[config.mk]
export PLATFORM = sky130hd
export DESIGN_NAME = cdc_hs_arbiter
export DESIGN_NICKNAME = d
export VERILOG_FILES = /design/src/rtl/cdc_hs_arbiter.sv
export SDC_FILE = /design/constraint.sdc
export NUM_CORES = 1
export LEC_CHECK = 0
export CORE_MARGIN = 1.5
export CORE_UTILIZATION = 42
export CTS_CLUSTER_DIAMETER = 50
export DETAILED_ROUTE_END_ITERATION = 12
export PLACE_DENSITY = 0.76
export SYNTH_ARGS = -nofsm -noshare
export SYNTH_HDL_FRONTEND = slang
export SYNTH_SLANG_ARGS = --single-unit
[constraint.sdc]
create_clock -name clk_i -period 1.8 [get_ports clk_i]
set_input_delay 0.36 -clock clk_i [delete_from_list [all_inputs] [get_ports clk_i]]
set_output_delay 0.36 -clock clk_i [all_outputs]
set_load 0.01 [all_outputs]
[src/rtl/cdc_hs_arbiter.sv]
// Two-requester round-robin arbiter feeding a 4-phase req/ack handshake toward
// another clock domain, with a bounded wait for the acknowledge.
module cdc_hs_arbiter #(
  parameter int Width         = 16,
  parameter int TimeoutCycles = 64
) (
  input  logic             clk_i,
  input  logic             rst_i,
  input  logic             req0_valid_i,
  input  logic [Width-1:0] req0_data_i,
  output logic             req0_ready_o,
  input  logic             req1_valid_i,
  input  logic [Width-1:0] req1_data_i,
  output logic             req1_ready_o,
  output logic             cdc_req_o,
  output logic [Width-1:0] cdc_data_o,
  output logic             cdc_src_o,
  input  logic             cdc_ack_i,
  output logic             busy_o,
  output logic             timeout_o
);

  typedef enum logic [1:0] {ST_IDLE, ST_REQ, ST_RELEASE} state_t;

  localparam logic [15:0] CntLast = 16'(TimeoutCycles - 1);

  state_t           r_state;
  logic [15:0]      r_cnt;
  logic             r_rr_last;
  logic             r_req;
  logic [Width-1:0] r_data;
  logic             r_src;

  logic w_any_valid;
  logic w_grant_src;
  logic w_in_req;
  logic w_ack_hit;
  logic w_timeout_hit;

  assign w_any_valid = req0_valid_i | req1_valid_i;

  // On a tie the requester that did not win last time is served.
  always_comb begin
    w_grant_src = req1_valid_i;
    if (req0_valid_i && req1_valid_i) begin
      w_grant_src = ~r_rr_last;
    end
  end

  assign w_in_req      = (r_state == ST_REQ) && !rst_i;
  assign w_ack_hit     = w_in_req && cdc_ack_i;
  assign w_timeout_hit = w_in_req && !cdc_ack_i && (r_cnt == CntLast);

  always_ff @(posedge clk_i) begin
    if (rst_i) begin
      r_state   <= ST_IDLE;
      r_cnt     <= '0;
      r_rr_last <= 1'b1;
      r_req     <= 1'b0;
      r_data    <= '0;
      r_src     <= 1'b0;
    end else begin
      case (r_state)
        ST_IDLE: begin
          if (w_any_valid) begin
            r_data    <= w_grant_src ? req1_data_i : req0_data_i;
            r_src     <= w_grant_src;
            r_rr_last <= w_grant_src;
            r_cnt     <= '0;
            r_req     <= 1'b1;
            r_state   <= ST_REQ;
          end
        end
        ST_REQ: begin
          if (r_cnt != 16'hFFFF) begin
            r_cnt <= r_cnt + 16'd1;
          end
          // Ack takes priority over an expiring counter in the same cycle.
          if (cdc_ack_i || (r_cnt == CntLast)) begin
            r_req   <= 1'b0;
            r_state <= ST_RELEASE;
          end
        end
        ST_RELEASE: begin
          if (!cdc_ack_i) begin
            r_state <= ST_IDLE;
          end
        end
        default: begin
          r_req   <= 1'b0;
          r_state <= ST_IDLE;
        end
      endcase
    end
  end

  assign req0_ready_o = w_ack_hit && !r_src;
  assign req1_ready_o = w_ack_hit &&  r_src;
  assign timeout_o    = w_timeout_hit;
  assign cdc_req_o    = r_req;
  assign cdc_data_o   = r_data;
  assign cdc_src_o    = r_src;
  assign busy_o       = (r_state != ST_IDLE);

endmodule

==> summary.md, run 1 <==
| Metric | Value |
|---|---|
| Outcome | finished, violations left |
| Failing checks | negative setup slack |
| DP Area | 0.00285 mm² |
| Cell variety after synth | 45 |
| CP Cell Sequence | ha_4, and4_4, nand4_1, nor4_2, buf_2 |
| Initial antenna violation count | 0 |
| CTS H-tree depth | 2 |
| Port buffer count | 58 |
| Hold Fails Final Rpt | 0 |
| Vias | 2,131 |
| CTS Hold Bufs | 0 |
| Global-route wire length before repair | 9090 µm |
| Relative slew slack | 75.8% |
| Layout cell share with drive strength beyond 1 | 30.5% |
| Gr busiest metal | met2 |
| Worst-Margin Slew | 0.362 ns |
| Peak VDD IR | 0.456 mV |
| Top FF cell, synth | dfxtp_1 |
| Total gr overflow | 0 |
| Worst setup EP type | output port |
| Sequential area share after synthesis | 39.3% |
| Period utilization | 110% |
| CORE AREA | 0.00432 mm² |
| Nets | 362 |
| Total of warnings raised by yosys | 0 |
| Io pins | 59 |
| Clk buf depth | 2 |
| Drt drc | 0 |
| Buf/Inv on CP | 1 |
| Fmax achieved | 504 MHz |
| Largest net degree at the start of global routing | 34 |
| Tot GR Track Use | 23.1% |
| Root buf cell | clkbuf_8 |
| DP HPWL | 3930 µm |
| WL/cell | 15.8 µm |
| CTS buffer count | 5 |
| Critical-path top delay cell | dfxtp_2 |
| Die width | 70.0 µm |
| Fin area | 0.00318 mm² |
| CTS tree | built |
| Vias in the first global route | 2,005 |
| Crit Path Max Fanout | 2 |
| Setup-failing EPs final | 2 |
| Syn avg cell area | 8.77 µm² |
| Top post-synthesis cells by area | dfxtp_1 (39%), mux2i_1 (9.0%), a211oi_1 (6.4%), nor2_1 (5.2%), nand3_1 (4.0%) |
| Yosys top cell area share | 39.3% |
| Synth Register Bits | 37 |
| Grt met3 use | 6.35% |
| Crit path DAT | 1.62 ns |
| Crit Path Category | flop to output port |
| Setup_tns | -0.188 ns |
| Die ar. | 0.00490 mm² |
| Antenna diodes | 0 |
| Met1 track demand over resource | 27.3% |
| Largest stage delay, worst path | 0.36 ns |
| 1st-pass router iterations | 4 |
| Worst skew pair latency | 0.29 ns |
| EDFF count, synth | 0 |
| Num rows | 24 |
| Total wire length | 5960 µm |
| Final worst clock skew | 0.00966 ns |
| Total of max-cap violations | 0 |
| Die Span Y | 70.0 µm |
| Placed cell count | 358 |
| Mapped Area | 0.00189 mm² |
| Unrepaired setup endpoints after global routing | yes |
| Number of cells produced by synthesis | 215 |
| Post-synth net total | 253 |
| Final min period | 1.98 ns |
| GP Congestion | 0.831 |
| Worst hold path type | flop to flop |
| Startpoint type of the worst setup path | flop |
| Final Non-Filler Cells | 377 |
| Cell Pwr Density | 730 mW/mm² |
| Clk slew on worst S/H paths | 0.08 ns |
| Final Util | 73.6% |
| Initial DRC count | 138 |
| Met2 global-route usage | 38.7% |
| Antenna Violating Nets Remaining | 0 |
| Setup ws final | -0.183 ns |
| Static leakage | 1.26 nW |
| Clock sink count | 37 |
| Area grow syn2layout | 68.7% |
| Max Slew Vio Count | 0 |
| Vias per cell | 5.65 |
| CP required | 1.44 ns |
| Asr flop ratio synth | 0% |
| Dominant cell type by area after synthesis | dfxtp_1 |
| Crit path max-delay family | simple AND/OR/NAND/NOR gates |
| Initial core utilization | 43.6% |
## worst min-delay path, stage by stage (launching register included)
cell and delay (ns):
dfxtp_1 0.31, nor2_1 0.09, a211oi_1 0.05
## through the flow
| stage | setup slack (ns) | hold WS [ns] | power, W |
|---|---|---|---|
| after floorplan | 0.0405 | 0.472 | 0.00115 |
| after global placement | -0.457 | 0.485 | 0.00145 |
| after detailed placement | -0.475 | 0.492 | 0.00146 |
| after CTS | -0.151 | 0.502 | 0.00231 |
| after global routing | -0.239 | 0.519 | 0.00243 |
| final | -0.183 | 0.499 | 0.00232 |
## flip-flops by register name, indices dropped and copies added (netlist names)
register / count
cdc_data_o: 16
r_state: 2
cdc_src_o: 1
r_rr_last: 1
r_cnt: 16
cdc_req_o: 1
## worst paths after layout
kind | start | endpoint | slack (ns) | cells past startpoint
worst max register to register | r_cnt[11]$_SDFFE_PP0P_ | r_cnt[13]$_SDFFE_PP0P_ | 0 | 8
worst min register to register | cdc_data_o[9]$_SDFFE_PP0P_ | cdc_data_o[9]$_SDFFE_PP0P_ | 0.50 | 2
worst max-delay path | r_cnt[1]$_SDFFE_PP0P_ | timeout_o | -0.18 | 5
worst min-delay path | cdc_data_o[9]$_SDFFE_PP0P_ | cdc_data_o[9]$_SDFFE_PP0P_ | 0.50 | 2
## layout by cell type, fill, tap and decap left out, types with 5 or more instances in the layout
master / count
nand2_1: 8
dfxtp_2: 10
buf_4: 50
inv_1: 8
a31oi_1: 5
clkdlybuf4s50_1: 53
a21oi_1: 8
a211oi_1: 16
mux2i_1: 17
clkbuf_8: 5
nor2_1: 24
nand4_1: 6
dfxtp_1: 27
buf_6: 6
nand3_1: 15
## synth_stat cells (2+ instances only)
cell       n
dfxtp_1   37
and4_1     3
inv_1      8
nand2_1    8
a211oi_1  16
buf_4      2
a41oi_1    3
o21ai_0    4
a21oi_1    8
and3_1     4
nor2b_1    2
buf_2      5
nor4_1     2
clkbuf_1   7
mux2i_1   17
or4_1      2
nand4_1    6
a32o_1     2
nand3_1   15
or3_1      4
o21ai_1    3
o211ai_1   3
o41a_1     2
a31oi_1    6
nor2_1    26
## layout make-up
| cell class | count | area (µm²) |
|---|---|---|
| inverter | 8 | 30.0 |
| clock buffer | 5 | 68.8 |
| tap | 52 | 65.1 |
| clock inverter | 3 | 65.1 |
| timing repair buffer | 116 | 1050 |
| sequential | 37 | 753 |
| multi-input combinational | 156 | 1150 |
| fill | 306 | 1140 |
## kinds of logic after synthesis
| group | count (synthesis) | share of synthesized area [%] |
|---|---|---|
| buf+inv | 22 | 5.11 |
| fa+ha+maj | 1 | 0.663 |
| compound gates | 59 | 23.7 |
| flops | 37 | 39.3 |
| mux | 17 | 9.02 |
| simple gates | 79 | 22.2 |
## power breakdown
group	switching [W]	total [W]	internal, W
Sequential	0.0000342	0.000912	0.000878
Clock	0.000307	0.000858	0.000551
Combinational	0.000244	0.000553	0.000309
Total	0.000586	0.00232	0.00174
## routing by layer
metal / vias up / routed length (µm)
met3: 21 / 443
li1: 1034 / -
met4: 0 / 176
met2: 100 / 2950
met5: - / 0
met1: 976 / 2390
## timing repair
| item | 4_1_cts | 5_1_grt |
|---|---|---|
| pin swaps | 5 | 13 |
| buffers inserted | 4 | 7 |
| resized for setup | 16 | 28 |
| setup endpoints to repair | 16 | 13 |
Note: power is estimated with default switching activity, not from simulation.
==> run 2, diff against run 1 <==
--- a/config.mk
+++ b/config.mk
@@ -6,10 +6,10 @@
 export NUM_CORES = 1
 export LEC_CHECK = 0
 export CORE_MARGIN = 1.5
-export CORE_UTILIZATION = 42
+export CORE_UTILIZATION = 35
 export CTS_CLUSTER_DIAMETER = 50
 export DETAILED_ROUTE_END_ITERATION = 12
-export PLACE_DENSITY = 0.76
+export PLACE_DENSITY = 0.65
 export SYNTH_ARGS = -nofsm -noshare
 export SYNTH_HDL_FRONTEND = slang
 export SYNTH_SLANG_ARGS = --single-unit
==> run 2 against run 1 <==
Compared with the run above: the flow still finishes with violations (negative setup slack); largest power group unchanged; via count fell by 4.1%; worst setup slack better by 0.073 ns; die area is 19% higher; flip-flop and latch count unchanged; cell count rose by 4.0%; non-clock buffer count fell by 3.
==> summary.md, run 2 (synthesis gave the netlist of run 1 again) <==
| Metric | Value |
|---|---|
| Worst skew pair latency | 0.30 ns (about the same) |
| Fin area | 0.00318 mm² (-0.12%) |
| Fmax achieved | 524 MHz (+3.8%) |
| Static leakage | 1.23 nW (-1.9%) |
| Clock sink count | 37 (unchanged) |
| Initial DRC count | 93 (-33%) |
| Total of max-cap violations | 0 (unchanged) |
| Initial core utilization | 36.7% (-6.9 points) |
| CTS Hold Bufs | 0 (unchanged) |
| Commonest non-fill, non-tap cell in the layout | clkdlybuf4s50_1 |
| Setup_tns | -0.420 ns (-0.232 ns) |
| Crit Path Max Fanout | 2 (unchanged) |
| CORE AREA | 0.00514 mm² (+19%) |
| Io pins | 59 (unchanged) |
| Num rows | 26 (+8.3%) |
| CP required | 1.44 ns (about the same) |
| Worst hold path type | flop to flop |
| Worst-Margin Slew | 0.356 ns (-0.00635 ns) |
| Vias | 2,044 (-4.1%) |
| Root buf cell | clkbuf_8 |
| Clk slew on worst S/H paths | 0.07 ns (about the same) |
| Failing checks | negative setup slack |
| WL/cell | 14.2 µm (-9.8%) |
| Initial antenna violation count | 0 (unchanged) |
| Startpoint type of the worst setup path | flop |
| Clk buf depth | 2 (unchanged) |
| Die width | 76.4 µm (+9.1%) |
| Switching power | 0.000595 W (+1.6%) |
| DP Area | 0.00286 mm² (+0.53%) |
| CTS tree | built |
| 1st-pass router iterations | 4 (unchanged) |
| CTS H-tree depth | 2 (unchanged) |
| Antenna Violating Nets Remaining | 0 (unchanged) |
| Nets | 359 (-0.83%) |
| Total wire length | 5590 µm (-6.3%) |
| Layout cell share with drive strength beyond 1 | 28.9% (-1.6 points) |
| Peak VDD IR | 0.316 mV (-31%) |
| Final Non-Filler Cells | 392 (+4.0%) |
| Final worst clock skew | 0.0111 ns (+0.00149 ns) |
| Worst setup EP type | output port |
| Crit Path Category | flop to output port |
| Largest net degree at the start of global routing | 34 (unchanged) |
| Unrepaired setup endpoints after global routing | yes |
| Placed cell count | 375 (+4.7%) |
| Sequential Power Share | 40.9% (+1.6 points) |
| Total gr overflow | 0 (unchanged) |
| Area grow syn2layout | 68.5% |
| Vias per cell | 5.21 (-7.8%) |
| Port buffer count | 58 (unchanged) |
| Crit path DAT | 1.55 ns (-0.07 ns) |
| Sw Ratio | 26.6% (+1.4 points) |
| CTS buffer count | 5 (unchanged) |
| DP HPWL | 4050 µm (+3.0%) |
| Drt drc | 0 (unchanged) |
| Logic pwr share | 24.9% (+1.1 points) |
| Setup ws final | -0.110 ns (+0.0734 ns) |
| Max Slew Vio Count | 0 (unchanged) |
| Period utilization | 106% (-4.1 points) |
| Fin Hold WS | 0.500 ns (+0.000359 ns) |
| Setup-failing EPs final | 8 (+6) |
| Antenna diodes | 0 (unchanged) |
| Filler cell count | 466 (+52%) |
| Most frequent cells in the layout | clkdlybuf4s50_1 (52), buf_4 (50), dfxtp_1 (34) |
| Final min period | 1.91 ns (-0.0734 ns) |
| Vias in the first global route | 1,900 (-5.2%) |
| GP Congestion | 0.854 (+2.8%) |
| Hold Fails Final Rpt | 0 (unchanged) |
| Tot GR Track Use | 19.2% (-4.0 points) |
| Pwr Total | 0.00223 W (-3.9%) |
| Global-route wire length before repair | 8950 µm (-1.5%) |
| Die Span Y | 76.4 µm (+9.1%) |
| Cell Pwr Density | 703 mW/mm² (-3.8%) |
| Outcome | finished, violations left |
| Die ar. | 0.00584 mm² (+19%) |
| Relative slew slack | 76.0% (+0.25 points) |
| Clock Power Share | 34.2% (-2.7 points) |
| Internal | 0.00164 W (-5.7%) |
[run 2: power by group through the flow]
stage                     Clock [W]  Combinational (W)  Sequential (W)
after global routing       0.000807           0.000603        0.000921
after global placement            0           0.000524        0.000926
after detailed placement          0           0.000526        0.000928
final                      0.000765           0.000556        0.000913
after floorplan                   0           0.000200        0.000954
after CTS                  0.000779           0.000541        0.000912
[run 2: repair_timing]
item	CTS	global route
pin swaps	7	14
gates resized for setup	21	18
gates cloned	0	0
buffers inserted	5	4
setup endpoints to repair	18	18
[run 2: critical path, cell delays in order, from the launching register on]
cell	delay [ns]
dfxtp_2	0.35
ha_4	0.14
and4_4	0.20
nand4_1	0.17
nor4_4	0.24
buf_2	0.16
[run 2: path summary, 6_finish.rpt]
check | cells after the start | to | from | slack [ns]
hold / removal | 2 | cdc_data_o[13]$_SDFFE_PP0P_ | cdc_data_o[13]$_SDFFE_PP0P_ | 0.50
setup / recovery | 5 | timeout_o | r_cnt[1]$_SDFFE_PP0P_ | -0.11
hold reg to reg | 2 | cdc_data_o[13]$_SDFFE_PP0P_ | cdc_data_o[13]$_SDFFE_PP0P_ | 0.50
setup reg to reg | 7 | r_cnt[13]$_SDFFE_PP0P_ | r_cnt[1]$_SDFFE_PP0P_ | -0.08
[run 2: area by class of cell]
cell class                 instances  area [µm²]  share of cell area, %
multi-input combinational        156        1180                   37.1
timing repair buffer             113        1010                   31.9
sequential                        37         744                   23.4
tap                               70        87.6                   2.76
clock buffer                       6        82.6                   2.60
clock inverter                     2        37.5                   1.18
inverter                           8        30.0                  0.945
[run 2: routing by layer]
layer / part of all wire [%] / global-route usage [%] / wire, µm / vias up
li1: - / - / - / 1030
met1: 42 / 22.4 / 2360 / 924
met2: 49 / 33.1 / 2720 / 80
met3: 7.5 / 6.23 / 421 / 10
met4: 1.5 / 6.11 / 81 / 0
met5: 0 / 0 / 0 / -
[run 2: per-stage QoR]
step                      util (%)  worst slack [ns]
final                         61.8            -0.110
after global routing          61.8            -0.165
after CTS                     59.8            -0.117
after detailed placement      55.7            -0.512
after global placement        55.7            -0.468
after floorplan                  -            0.0405
==> run 3, diff against run 2 <==
--- a/config.mk
+++ b/config.mk
@@ -5,11 +5,13 @@
 export SDC_FILE = /design/constraint.sdc
 export NUM_CORES = 1
 export LEC_CHECK = 0
+export CELL_PAD_IN_SITES_DETAIL_PLACEMENT = 0
+export CELL_PAD_IN_SITES_GLOBAL_PLACEMENT = 2
 export CORE_MARGIN = 1.5
-export CORE_UTILIZATION = 35
+export CORE_UTILIZATION = 24
 export CTS_CLUSTER_DIAMETER = 50
 export DETAILED_ROUTE_END_ITERATION = 12
-export PLACE_DENSITY = 0.65
+export PLACE_DENSITY_LB_ADDON = 0.1
 export SYNTH_ARGS = -nofsm -noshare
 export SYNTH_HDL_FRONTEND = slang
 export SYNTH_SLANG_ARGS = --single-unit
==> run 3 against run 2 <==
Compared with the run above: the flow still finishes with violations (negative setup slack); cell area rose by 1.2%; worst hold slack got worse by 0.021 ns; die area is 44% higher; sequential power decreased by 0.4%; critical path type unchanged; highest routed layer unchanged.
==> summary.md, run 3 (synthesis gave the netlist of run 1 again) <==
| Metric | Value |
|---|---|
| Outcome | finished, violations left |
| Failing checks | negative setup slack |
| Peak VDD IR | 0.368 mV (+17%) |
| Switching power | 0.000604 W (+1.6%) |
| Vias | 2,018 (-1.3%) |
| Total gr overflow | 0 (unchanged) |
| GP Congestion | 0.740 (-13%) |
| Clock sink count | 37 (unchanged) |
| Fmax achieved | 531 MHz (+1.4%) |
| Vias in the first global route | 2,000 (+5.3%) |
| Internal | 0.00163 W (-0.29%) |
| CTS buffer count | 5 (unchanged) |
| Buf/Inv on CP | 1 (unchanged) |
| Total of max-cap violations | 0 (unchanged) |
| Worst setup EP type | output port |
| Initial DRC count | 68 (-27%) |
| Clk slew on worst S/H paths | 0.08 ns (about the same) |
| Commonest non-fill, non-tap cell in the layout | clkdlybuf4s50_1 |
| Setup-failing EPs final | 2 (-6) |
| Drt drc | 0 (unchanged) |
| Initial core utilization | 24.7% (-12 points) |
| Antenna diodes | 0 (unchanged) |
| Cell Pwr Density | 696 mW/mm² (-1.0%) |
| Port buffer count | 58 (unchanged) |
| CTS Hold Bufs | 0 (unchanged) |
| Sw Ratio | 27.0% (+0.36 points) |
| Clk buf depth | 2 (unchanged) |
| Initial antenna violation count | 0 (unchanged) |
| Die ar. | 0.00840 mm² (+44%) |
| Max Slew Vio Count | 0 (unchanged) |
| Crit path max-delay family | simple AND/OR/NAND/NOR gates |
| Period utilization | 105% (-1.5 points) |
| CTS H-tree depth | 2 (unchanged) |
| Die Span Y | 91.6 µm (+20%) |
| Tot GR Track Use | 14.9% (-4.3 points) |
| Worst hold path type | primary input to flop |
| Antenna Violating Nets Remaining | 0 (unchanged) |
| Critical-path top delay cell | or4_4 |
| WL/cell | 14.1 µm (-1.3%) |
| Root buf cell | clkbuf_8 |
| Layout cell share with drive strength beyond 1 | 31.7% (+2.8 points) |
| Setup ws final | -0.0829 ns (+0.0270 ns) |
| Largest net degree at the start of global routing | 23 (-32%) |
| Nets | 359 (unchanged) |
| Worst skew pair latency | 0.29 ns (about the same) |
| Total wire length | 5960 µm (+6.7%) |
| Worst-Margin Slew | 0.435 ns (+0.0792 ns) |
| Die width | 91.6 µm (+20%) |
| Final Util | 42.0% (-20 points) |
| Global-route wire length before repair | 9750 µm (+8.9%) |
| Static leakage | 1.24 nW (+0.57%) |
| Crit Path Category | flop to output port |
| Relative slew slack | 70.7% (-5.3 points) |
| DP HPWL | 4510 µm (+11%) |
| 1st-pass router iterations | 4 (unchanged) |
| CTS tree | built |
| Crit Path Max Fanout | 2 (unchanged) |
| Most frequent cells in the layout | clkdlybuf4s50_1 (53), buf_4 (44), nor2_1 (24), dfxtp_1 (24), mux2i_1 (17) |
| Largest stage delay, worst path | 0.54 ns (+0.19 ns) |
| Vias per cell | 4.76 (-8.7%) |
| Dpl ws | -0.398 ns (+0.114 ns) |
| Unrepaired setup endpoints after global routing | yes |
| Final min period | 1.88 ns (-0.0270 ns) |
| CP required | 1.44 ns (about the same) |
| CP Cell Sequence | or4_4, nor4_2, buf_2 |
| Clock Power Share | 34.7% (+0.5 points) |
| Crit path DAT | 1.52 ns (-0.03 ns) |
| Startpoint type of the worst setup path | flop |
| Io pins | 59 (unchanged) |
| Area grow syn2layout | 70.5% |
| Final worst clock skew | 0.00583 ns (-0.00532 ns) |
| Hold Fails Final Rpt | 0 (unchanged) |
| Logic pwr share | 24.6% (-0.3 points) |
| Num rows | 32 (+23%) |
| CORE AREA | 0.00765 mm² (+49%) |
| Sequential Power Share | 40.6% (-0.3 points) |
==> run 3: cell types whose count changed in the layout (fill, tap and decap cells not counted), moves of 2 or more <==
cell and delta:
dfxtp_1 -10, dfxtp_2 +10, buf_6 +7, buf_4 -6, a41oi_1 +2, a41oi_2 -2
==> run 3: routing by layer <==
layer,vias up,part of all wire [%],GRT usage (%),wire (µm)
met3,5,4.1,3.48,246
met2,41,46,24.9,2750
met1,946,49,19.0,2900
met5,-,0,0,0
met4,0,0.96,3.91,57
li1,1026,-,-,-
==> run 3: final timing paths <==
check | startpoint | to | slack, ns | cells past startpoint
worst max-delay path | r_cnt[7]$_SDFFE_PP0P_ | timeout_o | -0.08 | 3
worst min-delay path | rst_i | r_state[0]$_SDFFE_PP0P_ | 0.48 | 2
worst max register to register | r_cnt[10]$_SDFFE_PP0P_ | r_cnt[13]$_SDFFE_PP0P_ | -0.01 | 8
worst min register to register | cdc_data_o[0]$_SDFFE_PP0P_ | cdc_data_o[0]$_SDFFE_PP0P_ | 0.50 | 2
==> run 3: area by class of cell <==
type	count	area, µm²
well taps	102	128
clock buffers	6	82.6
flip-flops and latches	37	757
repair buffers	113	1030
multi-input cells	156	1150
fillers	780	4430
inverters	8	30.0
clock inverters	2	37.5
==> run 3: power by group through the flow <==
stage               Sequential (W)  Combinational, W  Clock (W)
floorplan                 0.000954          0.000200          0
global placement          0.000925          0.000533          0
detailed placement        0.000926          0.000531          0
CTS                       0.000910          0.000548   0.000810
global route              0.000918          0.000604   0.000833
finish                    0.000909          0.000551   0.000777
==> run 3: per-stage QoR <==
step	power, W	hold slack, ns	std cells	setup TNS [ns]	instance area (µm²)
2_1_floorplan	0.00115	0.472	215	0	1890
3_3_place_gp	0.00146	0.487	408	-3.19	2900
3_5_place_dp	0.00146	0.491	408	-3.58	2900
4_1_cts	0.00227	0.475	422	-0.161	3160
5_1_grt	0.00235	0.505	424	-0.442	3220
6_report	0.00224	0.478	424	-0.0935	3220
==> run 3: worst reg2reg max path: stages (launching register included) <==
cell and delay (ns):
dfxtp_2 0.33, buf_4 0.13, nand4_1 0.11, buf_4 0.16, o41ai_4 0.45, buf_4 0.22
buf_6 0.09, a32o_1 0.15, a21o_1 0.11
==> run 3: what timing repair did <==
item	CTS	global route
pin swaps	11	12
endpoints found under the setup margin	19	16
buffers inserted	6	2
gates resized for setup	36	19
